<file path="src/rtl/seven_seg_display_driver.sv">
// rtl/seven_seg_display_driver.sv - four-digit seven-segment driver fed by an asynchronous anode scanner
// Double-buffered hex value, anti-ghost blanking, leading-zero blanking, sticky illegal-pattern flag.
module seven_seg_display_driver #(
  parameter int GHOST_CYCLES = 4,
  parameter int SYNC_STAGES  = 2
) (
  input  logic        clock,
  input  logic        reset,
  input  logic [3:0]  anode_in,
  input  logic [15:0] value,
  input  logic        load,
  input  logic [3:0]  dp_in,
  input  logic        blank_zeros,
  output logic [3:0]  anode,
  output logic [6:0]  seg,
  output logic        dp,
  output logic        frame_done,
  output logic        pattern_err
);

  localparam int          SW         = SYNC_STAGES * 4;
  localparam logic [7:0]  GHOST_LOAD = 8'(GHOST_CYCLES);
  localparam logic [6:0]  SEG_OFF    = 7'h7F;

  logic [SW-1:0] sync_q, sync_d;
  logic [3:0]    anode_prev_q, anode_prev_d;
  logic [19:0]   shadow_q, shadow_d;
  logic [19:0]   active_q, active_d;
  logic          pending_q, pending_d;
  logic [7:0]    ghost_q, ghost_d;
  logic [3:0]    anode_q, anode_d;
  logic [6:0]    seg_q, seg_d;
  logic          dp_q, dp_d;
  logic          frame_done_q, frame_done_d;
  logic          pattern_err_q, pattern_err_d;

  logic [3:0] anode_sync;
  logic       change, boundary, legal, idle;
  logic [1:0] sel;
  logic [3:0] digit;
  logic       d3z, d2z, d1z, lz_blank;

  function automatic logic [6:0] hex7(input logic [3:0] h);
    case (h)
      4'h0: hex7 = 7'h40;
      4'h1: hex7 = 7'h79;
      4'h2: hex7 = 7'h24;
      4'h3: hex7 = 7'h30;
      4'h4: hex7 = 7'h19;
      4'h5: hex7 = 7'h12;
      4'h6: hex7 = 7'h02;
      4'h7: hex7 = 7'h78;
      4'h8: hex7 = 7'h00;
      4'h9: hex7 = 7'h10;
      4'hA: hex7 = 7'h08;
      4'hB: hex7 = 7'h03;
      4'hC: hex7 = 7'h46;
      4'hD: hex7 = 7'h21;
      4'hE: hex7 = 7'h06;
      default: hex7 = 7'h0E;
    endcase
  endfunction

  assign anode_sync = sync_q[SW-1 -: 4];

  always_comb begin
    sel   = 2'd0;
    legal = 1'b0;
    idle  = 1'b0;
    case (anode_sync)
      4'b1110: begin sel = 2'd0; legal = 1'b1; end
      4'b1101: begin sel = 2'd1; legal = 1'b1; end
      4'b1011: begin sel = 2'd2; legal = 1'b1; end
      4'b0111: begin sel = 2'd3; legal = 1'b1; end
      4'b1111: idle = 1'b1;
      default: ;
    endcase
  end

  assign change   = (anode_sync != anode_prev_q);
  assign boundary = (anode_sync == 4'b1110) && (anode_prev_q != 4'b1110);

  always_comb begin
    sync_d        = {sync_q[SW-5:0], anode_in};
    anode_prev_d  = anode_sync;
    frame_done_d  = boundary;
    pattern_err_d = pattern_err_q | ~(legal | idle);

    // A load coinciding with a boundary promotes the old shadow first, then refills it.
    shadow_d  = shadow_q;
    active_d  = active_q;
    pending_d = pending_q;
    if (boundary && pending_q) begin
      active_d  = shadow_q;
      pending_d = 1'b0;
    end
    if (load) begin
      shadow_d  = {dp_in, value};
      pending_d = 1'b1;
    end

    if (change)
      ghost_d = GHOST_LOAD;
    else if (ghost_q != 8'd0)
      ghost_d = ghost_q - 8'd1;
    else
      ghost_d = ghost_q;
  end

  always_comb begin
    digit    = active_q[{sel, 2'b00} +: 4];
    d3z      = (active_q[15:12] == 4'h0);
    d2z      = (active_q[11:8] == 4'h0);
    d1z      = (active_q[7:4] == 4'h0);
    lz_blank = blank_zeros && (((sel == 2'd3) && d3z) ||
                               ((sel == 2'd2) && d3z && d2z) ||
                               ((sel == 2'd1) && d3z && d2z && d1z));

    anode_d = 4'b1111;
    seg_d   = SEG_OFF;
    dp_d    = 1'b1;
    if (legal && !change && (ghost_q == 8'd0)) begin
      anode_d = anode_sync;
      seg_d   = lz_blank ? SEG_OFF : hex7(digit);
      dp_d    = ~active_q[{3'b100, sel}];
    end
  end

  always_ff @(posedge clock or negedge reset) begin
    if (!reset) begin
      sync_q        <= '1;
      anode_prev_q  <= 4'b1111;
      shadow_q      <= '0;
      active_q      <= '0;
      pending_q     <= 1'b0;
      ghost_q       <= 8'd0;
      anode_q       <= 4'b1111;
      seg_q         <= SEG_OFF;
      dp_q          <= 1'b1;
      frame_done_q  <= 1'b0;
      pattern_err_q <= 1'b0;
    end else begin
      sync_q        <= sync_d;
      anode_prev_q  <= anode_prev_d;
      shadow_q      <= shadow_d;
      active_q      <= active_d;
      pending_q     <= pending_d;
      ghost_q       <= ghost_d;
      anode_q       <= anode_d;
      seg_q         <= seg_d;
      dp_q          <= dp_d;
      frame_done_q  <= frame_done_d;
      pattern_err_q <= pattern_err_d;
    end
  end

  assign anode       = anode_q;
  assign seg         = seg_q;
  assign dp          = dp_q;
  assign frame_done  = frame_done_q;
  assign pattern_err = pattern_err_q;

endmodule
</file>
<file path="config.mk">
export PLATFORM = sky130hd
export DESIGN_NAME = seven_seg_display_driver
export DESIGN_NICKNAME = d
export VERILOG_FILES = /design/src/rtl/seven_seg_display_driver.sv
export SDC_FILE = /design/constraint.sdc
export NUM_CORES = 1
export LEC_CHECK = 0
export CAP_MARGIN = 30
export CORE_ASPECT_RATIO = 2
export CORE_UTILIZATION = 59
export DETAILED_ROUTE_END_ITERATION = 8
export PLACE_DENSITY_LB_ADDON = 0.05
export SLEW_MARGIN = 20
export SYNTH_ARGS = -nofsm -noshare
export SYNTH_HDL_FRONTEND = slang
export SYNTH_SLANG_ARGS = --single-unit
</file>
<file path="constraint.sdc">
create_clock -name clock -period 4.1 [get_ports clock]
set_input_delay 0.615 -clock clock [delete_from_list [all_inputs] [get_ports clock]]
set_output_delay 0.615 -clock clock [all_outputs]
set_load 0.02 [all_outputs]
</file>
* Word level (Yosys, flattened, before mapping)
Memory sizes are Yosys's and may differ from the RTL's. Index checks and enable logic that the tools add are counted. Widths: inputs -> output; s select.
Word-level totals: register bits after elaboration 75, memory bits (read-only) 112, bits of input ports 28, output and inout port bits 14, word-level logic and storage cells 64, memories kept 1
Memory list:
- (name not given) | words 16, width 7, read ports 1, clocked after Yosys merged registers in 0, write ports 0, line 44 | case (h)
Operators by class: add/sub/neg operators 1, $lt $le $gt $ge 1, equality and inequality tests 10, shift-type cells 1, multiplexer cells 13, bitwise gates (word level) 4, reduce and logical (&&, ||, !) cells 22
Operators by type and width (number):
- $shiftx 20x5->4 | 1
- $eq 4x4->1 const B | 4
- $mux 8 | 2
- $mux 7 | 2
- $logic_not 4->1 | 3
- $logic_and 1x1->1 | 11
- $logic_not 8->1 | 1
- $reduce_bool 8->1 | 1
- $sub 8x1->8 const B | 1
- $lt 5x6->1 const B | 1
- $mux 1 | 6
- $pmux 2 s3 | 1
- $eq 2x2->1 const B | 2
- $eq 4x3->1 const B | 1
- $mux 4 | 1
- $ne 4x4->1 | 1
- $ne 4x4->1 const B | 1
- $reduce_bool 2->1 | 2
- $reduce_or 4->1 | 1
- $bmux 1 s2 | 1
- $eq 2x1->1 const B | 1
- $logic_or 1x1->1 | 2
- $not 1->1 | 2
- $or 1x1->1 | 2
- $logic_not 1->1 | 1

* Logic depth before layout (Yosys ltp)
depth after elaboration 10, gate-level depth with buffers 10, gate-level depth less buffers 9

* Worst setup path after synthesis
OpenSTA, ideal clock, no wires.
path type flip-flop to flip-flop, start register sync_q[7], end register seg_q[6], in the netlist seg[6], library setup time 0.083 ns, arrival time 2.523 ns, slack 1.494 ns, stages on the path, launching flop included 9, buffers on the path 1, clock period less this slack 2.606 ns, cells stage by stage dfstp_2 buf_2 maj3_1 nand2_1 a222oi_1 inv_1 ha_1 mux2_2 a221o_1
On the way: longest elaborated chain between the ends 10, elaborated cells on any way between the ends 27
Ends and longest elaborated chain:
- from (decl) | line 25 | logic [SW-1:0] sync_q, sync_d;
- from (signal assigned) | line 143 | sync_q <= sync_d;
- branches (longest 9 deep; another with $mem_v2 16x7)
- $mux 7 (*) | line 122 | if (legal && !change && (ghost_q == 8'd0)) begin
- named net seg_d[6] | line 32 | logic [6:0] seg_q, seg_d;
- to (signal assigned) | line 150 | seg_q <= seg_d;
- to (decl) | line 32
Mark *: on every way through the listed nets, which the timed path passes. A chain may end at the register's enable or synchronous reset.

* Final worst setup path
Ends and elaborated chain as after synthesis.

==> impl_metrics.tcl <==
set metrics [dict create \
    rsz0062_at_grt "false" \
    die_h_um 108.6 \
    yosysWarnings 0 \
    wl_per_cell_um 16.67 \
    grt.overflow.total 0 \
    synth_nets 301 \
    worstReg2RegStart "sync_q[7]" \
    cts_setup_buffers 0 \
    synth_top_area_cell "dfrtp_1" \
    vias 2206 \
    dieArea_um2 6009 \
    drc 0 \
    totalWireLength_um 6233 \
    ys.flop_type "dfrtp_1" \
    nFillCells 375 \
    via_per_inst 5.898 \
    initial_utilization_pct 61.35 \
    status "completed" \
    critPathMaxFanout 19 \
    cp_cell_sequence "maj3_1 -> nand2_1 -> a222oi_1 -> inv_1 -> ha_1 -> mux2_2 -> a221o_1" \
    drive_gt1_share_pct 28.34 \
    criticalPathCategory "flip-flop to flip-flop" \
    synth.area.top_cells "dfrtp_1, dfstp_2, mux2_2" \
    grt_usage_pct 23.61 \
    postCtsHoldBufs 0 \
    syn_avg_cell_area_um2 12.61 \
    r2r_cells 7 \
    final_hold_viol_count 0 \
    final_nets 344 \
    syn_area_um2 3354 \
    clock.fmax_mhz 334.9 \
    synth-compound-area-share_pct 10.29 \
    globalplace.congestion 0.8685 \
    cpPeakStageDelay_ns 0.81 \
    yosysSeqAreaShare_pct 56.84 \
    crit_required_ns 4.38 \
    rows 38 \
    fin_crit_sh_pct 72.83 \
    setup_tns_ns 0 \
    numCtsBuffers 9 \
    synth-seq-cells 75 \
    synthAdderAreaFrac_pct 2.909 \
    synthSimpleGateAreaFrac_pct 9.735 \
    path_clk_slew_ns 0.07 \
    cts_htree_levels 3 \
    synth_top_family_by_area "multiplexers" \
    cp.arrival_ns 3.26 \
    fin_util_pct 73.43 \
    min_path_type "primary input to asynchronous set/reset pin" \
    antenna_found_initial 0 \
    clock_skew_ns 0.008203 \
    clock-sinks 75 \
    synth_edf_count 0 \
    synth_top_area_share_pct 38.05 \
    synthCells 266 \
    yosysMostFrequentCell "dfrtp_1" \
    grt_pass1_wl_um 10580 \
    p_total_uw 1759 \
    clock-root-buffer "clkbuf_8" \
    reg2reg_slack_ns 1.11 \
    period_needed_ns 2.986 \
    core_area_um2 5468 \
    tritoncts "yes" \
    port_buffers 41 \
    setup_viol 0 \
    synth.mux.area_fraction_pct 15.29 \
    drt_first_pass_iters 4 \
    vdd_ir_drop_max_v 0.0004305 \
    grt_pass1_vias 2273 \
    cp_slowest_cell "a222oi_1" \
    tightestPinTransition_ns 0.9225 \
    clockBufferDepth 2 \
    synthXorXnorAreaFrac_pct 2.089 \
    area.growth.synth_to_final_pct 19.69 \
    cp-end-kind "flip-flop" \
    multi_input_area_um2 1353 \
    diodes 0 \
    cp.depth 7 \
    synth-async-reset-ratio_pct 100.0 \
    fp.dieW_um 55.32 \
    synth_common_cells "dfrtp_1, mux2_2, dfstp_2, inv_1, nor2_1" \
    seq_area_um2 1907 \
    ys_types 49 \
    path_delay_family "compound AO/OA/AOI/OAI gates" \
    worstSetupStartpointType "flip-flop" \
    io_pins 42 \
    drtIter0Drc 54 \
    post_cts_resized 0 \
    worstReg2RegEnd "seg[6]" \
    max_slew_margin_pct 38.50 \
    p_leak_uw 0.001700 \
    clk_latency_ns 0.35 \
    path_buf_inv 1 \
    place_hpwl_um 4537 \
    slew_violations 0 \
    grt_max_degree 48 \
    p_per_area_nw_per_um2 438.0 \
    detail-route-antenna-nets 0 \
    max-cap-violations 0 \
]
cell usage in the layout (no fill, tap or decap), types with 2 or more instances in the layout:
cell type,netlist,final
a41oi_1,2,2
a21oi_1,9,9
mux2_2,42,42
clkbuf_8,0,11
o21ai_0,9,9
a222oi_1,2,2
dfrtp_1,51,51
clkdlybuf4s50_1,0,40
nor2b_1,3,3
nor2_1,12,12
a221o_1,4,4
clkinv_2,0,2
ha_1,7,7
a21o_1,2,2
nor3_1,3,3
a22oi_1,2,2
or3_1,2,2
dfstp_2,24,24
nand2b_1,7,7
mux2i_1,4,4
nand3_1,7,7
or4_1,2,2
o221ai_1,2,2
nor4_1,3,3
o21bai_1,2,2
xnor2_1,7,7
a211o_1,2,2
o211ai_1,4,4
inv_1,13,13
nand2_1,9,9
metrics by stage:
| stage | std cells | hold WS [ns] | area [um2] | worst slack [ns] |
|---|---|---|---|---|
| 2_1_floorplan | 266 | 0.3194 | 3354 | 1.494 |
| 3_3_place_gp | 357 | 0.3458 | 3796 | 1.230 |
| 3_5_place_dp | 357 | 0.3487 | 3796 | 1.147 |
| 4_1_cts | 373 | 0.2717 | 4000 | 1.124 |
| 5_1_grt | 374 | 0.3026 | 4015 | 0.8817 |
| 6_report | 374 | 0.2686 | 4015 | 1.114 |
logic make-up (layout without fill, tap and decap cells):
group           count (synthesis)  count (layout)
simple gates                   58              58
compound gates                 47              47
fa+ha+maj                       8               8
mux                            46              46
flops                          75              75
xor+xnor                        8               8
buf+inv                        24              72
where the power goes:
group,internal [uW],switching [uW],total [uW],leakage (uW)
registers,826,69.7,896,0.000865
clock network,313,255,569,0.000106
logic,153,141,294,0.000729
layout make-up:
type,instances,area share [%]
sequential,75,47.49
clock buffer,12,3.864
timing repair buffer,43,10.66
clock inverter,4,1.215
multi-input combinational,167,33.69
inverter,13,1.215
tap,60,1.870
flip-flops by register name, summed over array words and instances (netlist names):
register and count:
pattern_err 1, frame_done 1, seg 7, anode_prev_q 4, ghost_q 8, anode 4
active_q 20, pending_q 1, sync_q 8, dp 1, shadow_q 20
how the worst max path moves through the flow:
| stage | from | end |
|---|---|---|
| final | sync_q[7] | seg[6] |
| after global routing | sync_q[7] | seg[6] |
| after CTS | sync_q[7] | seg[6] |
| after detailed placement | sync_q[7] | seg[6] |
| after global placement | sync_q[7] | seg[6] |
| after floorplan | sync_q[7] | seg[6] |
routing by layer:
layer | GRT usage (%) | vias up | share of wire, %
li1 | - | 1049 | -
met1 | 24.35 | 1079 | 37
met2 | 41.65 | 57 | 56
met3 | 5.338 | 21 | 2.9
met4 | 16.79 | 0 | 4.3
met5 | 0 | - | 0
Note: power is estimated with default switching activity, not from simulation.
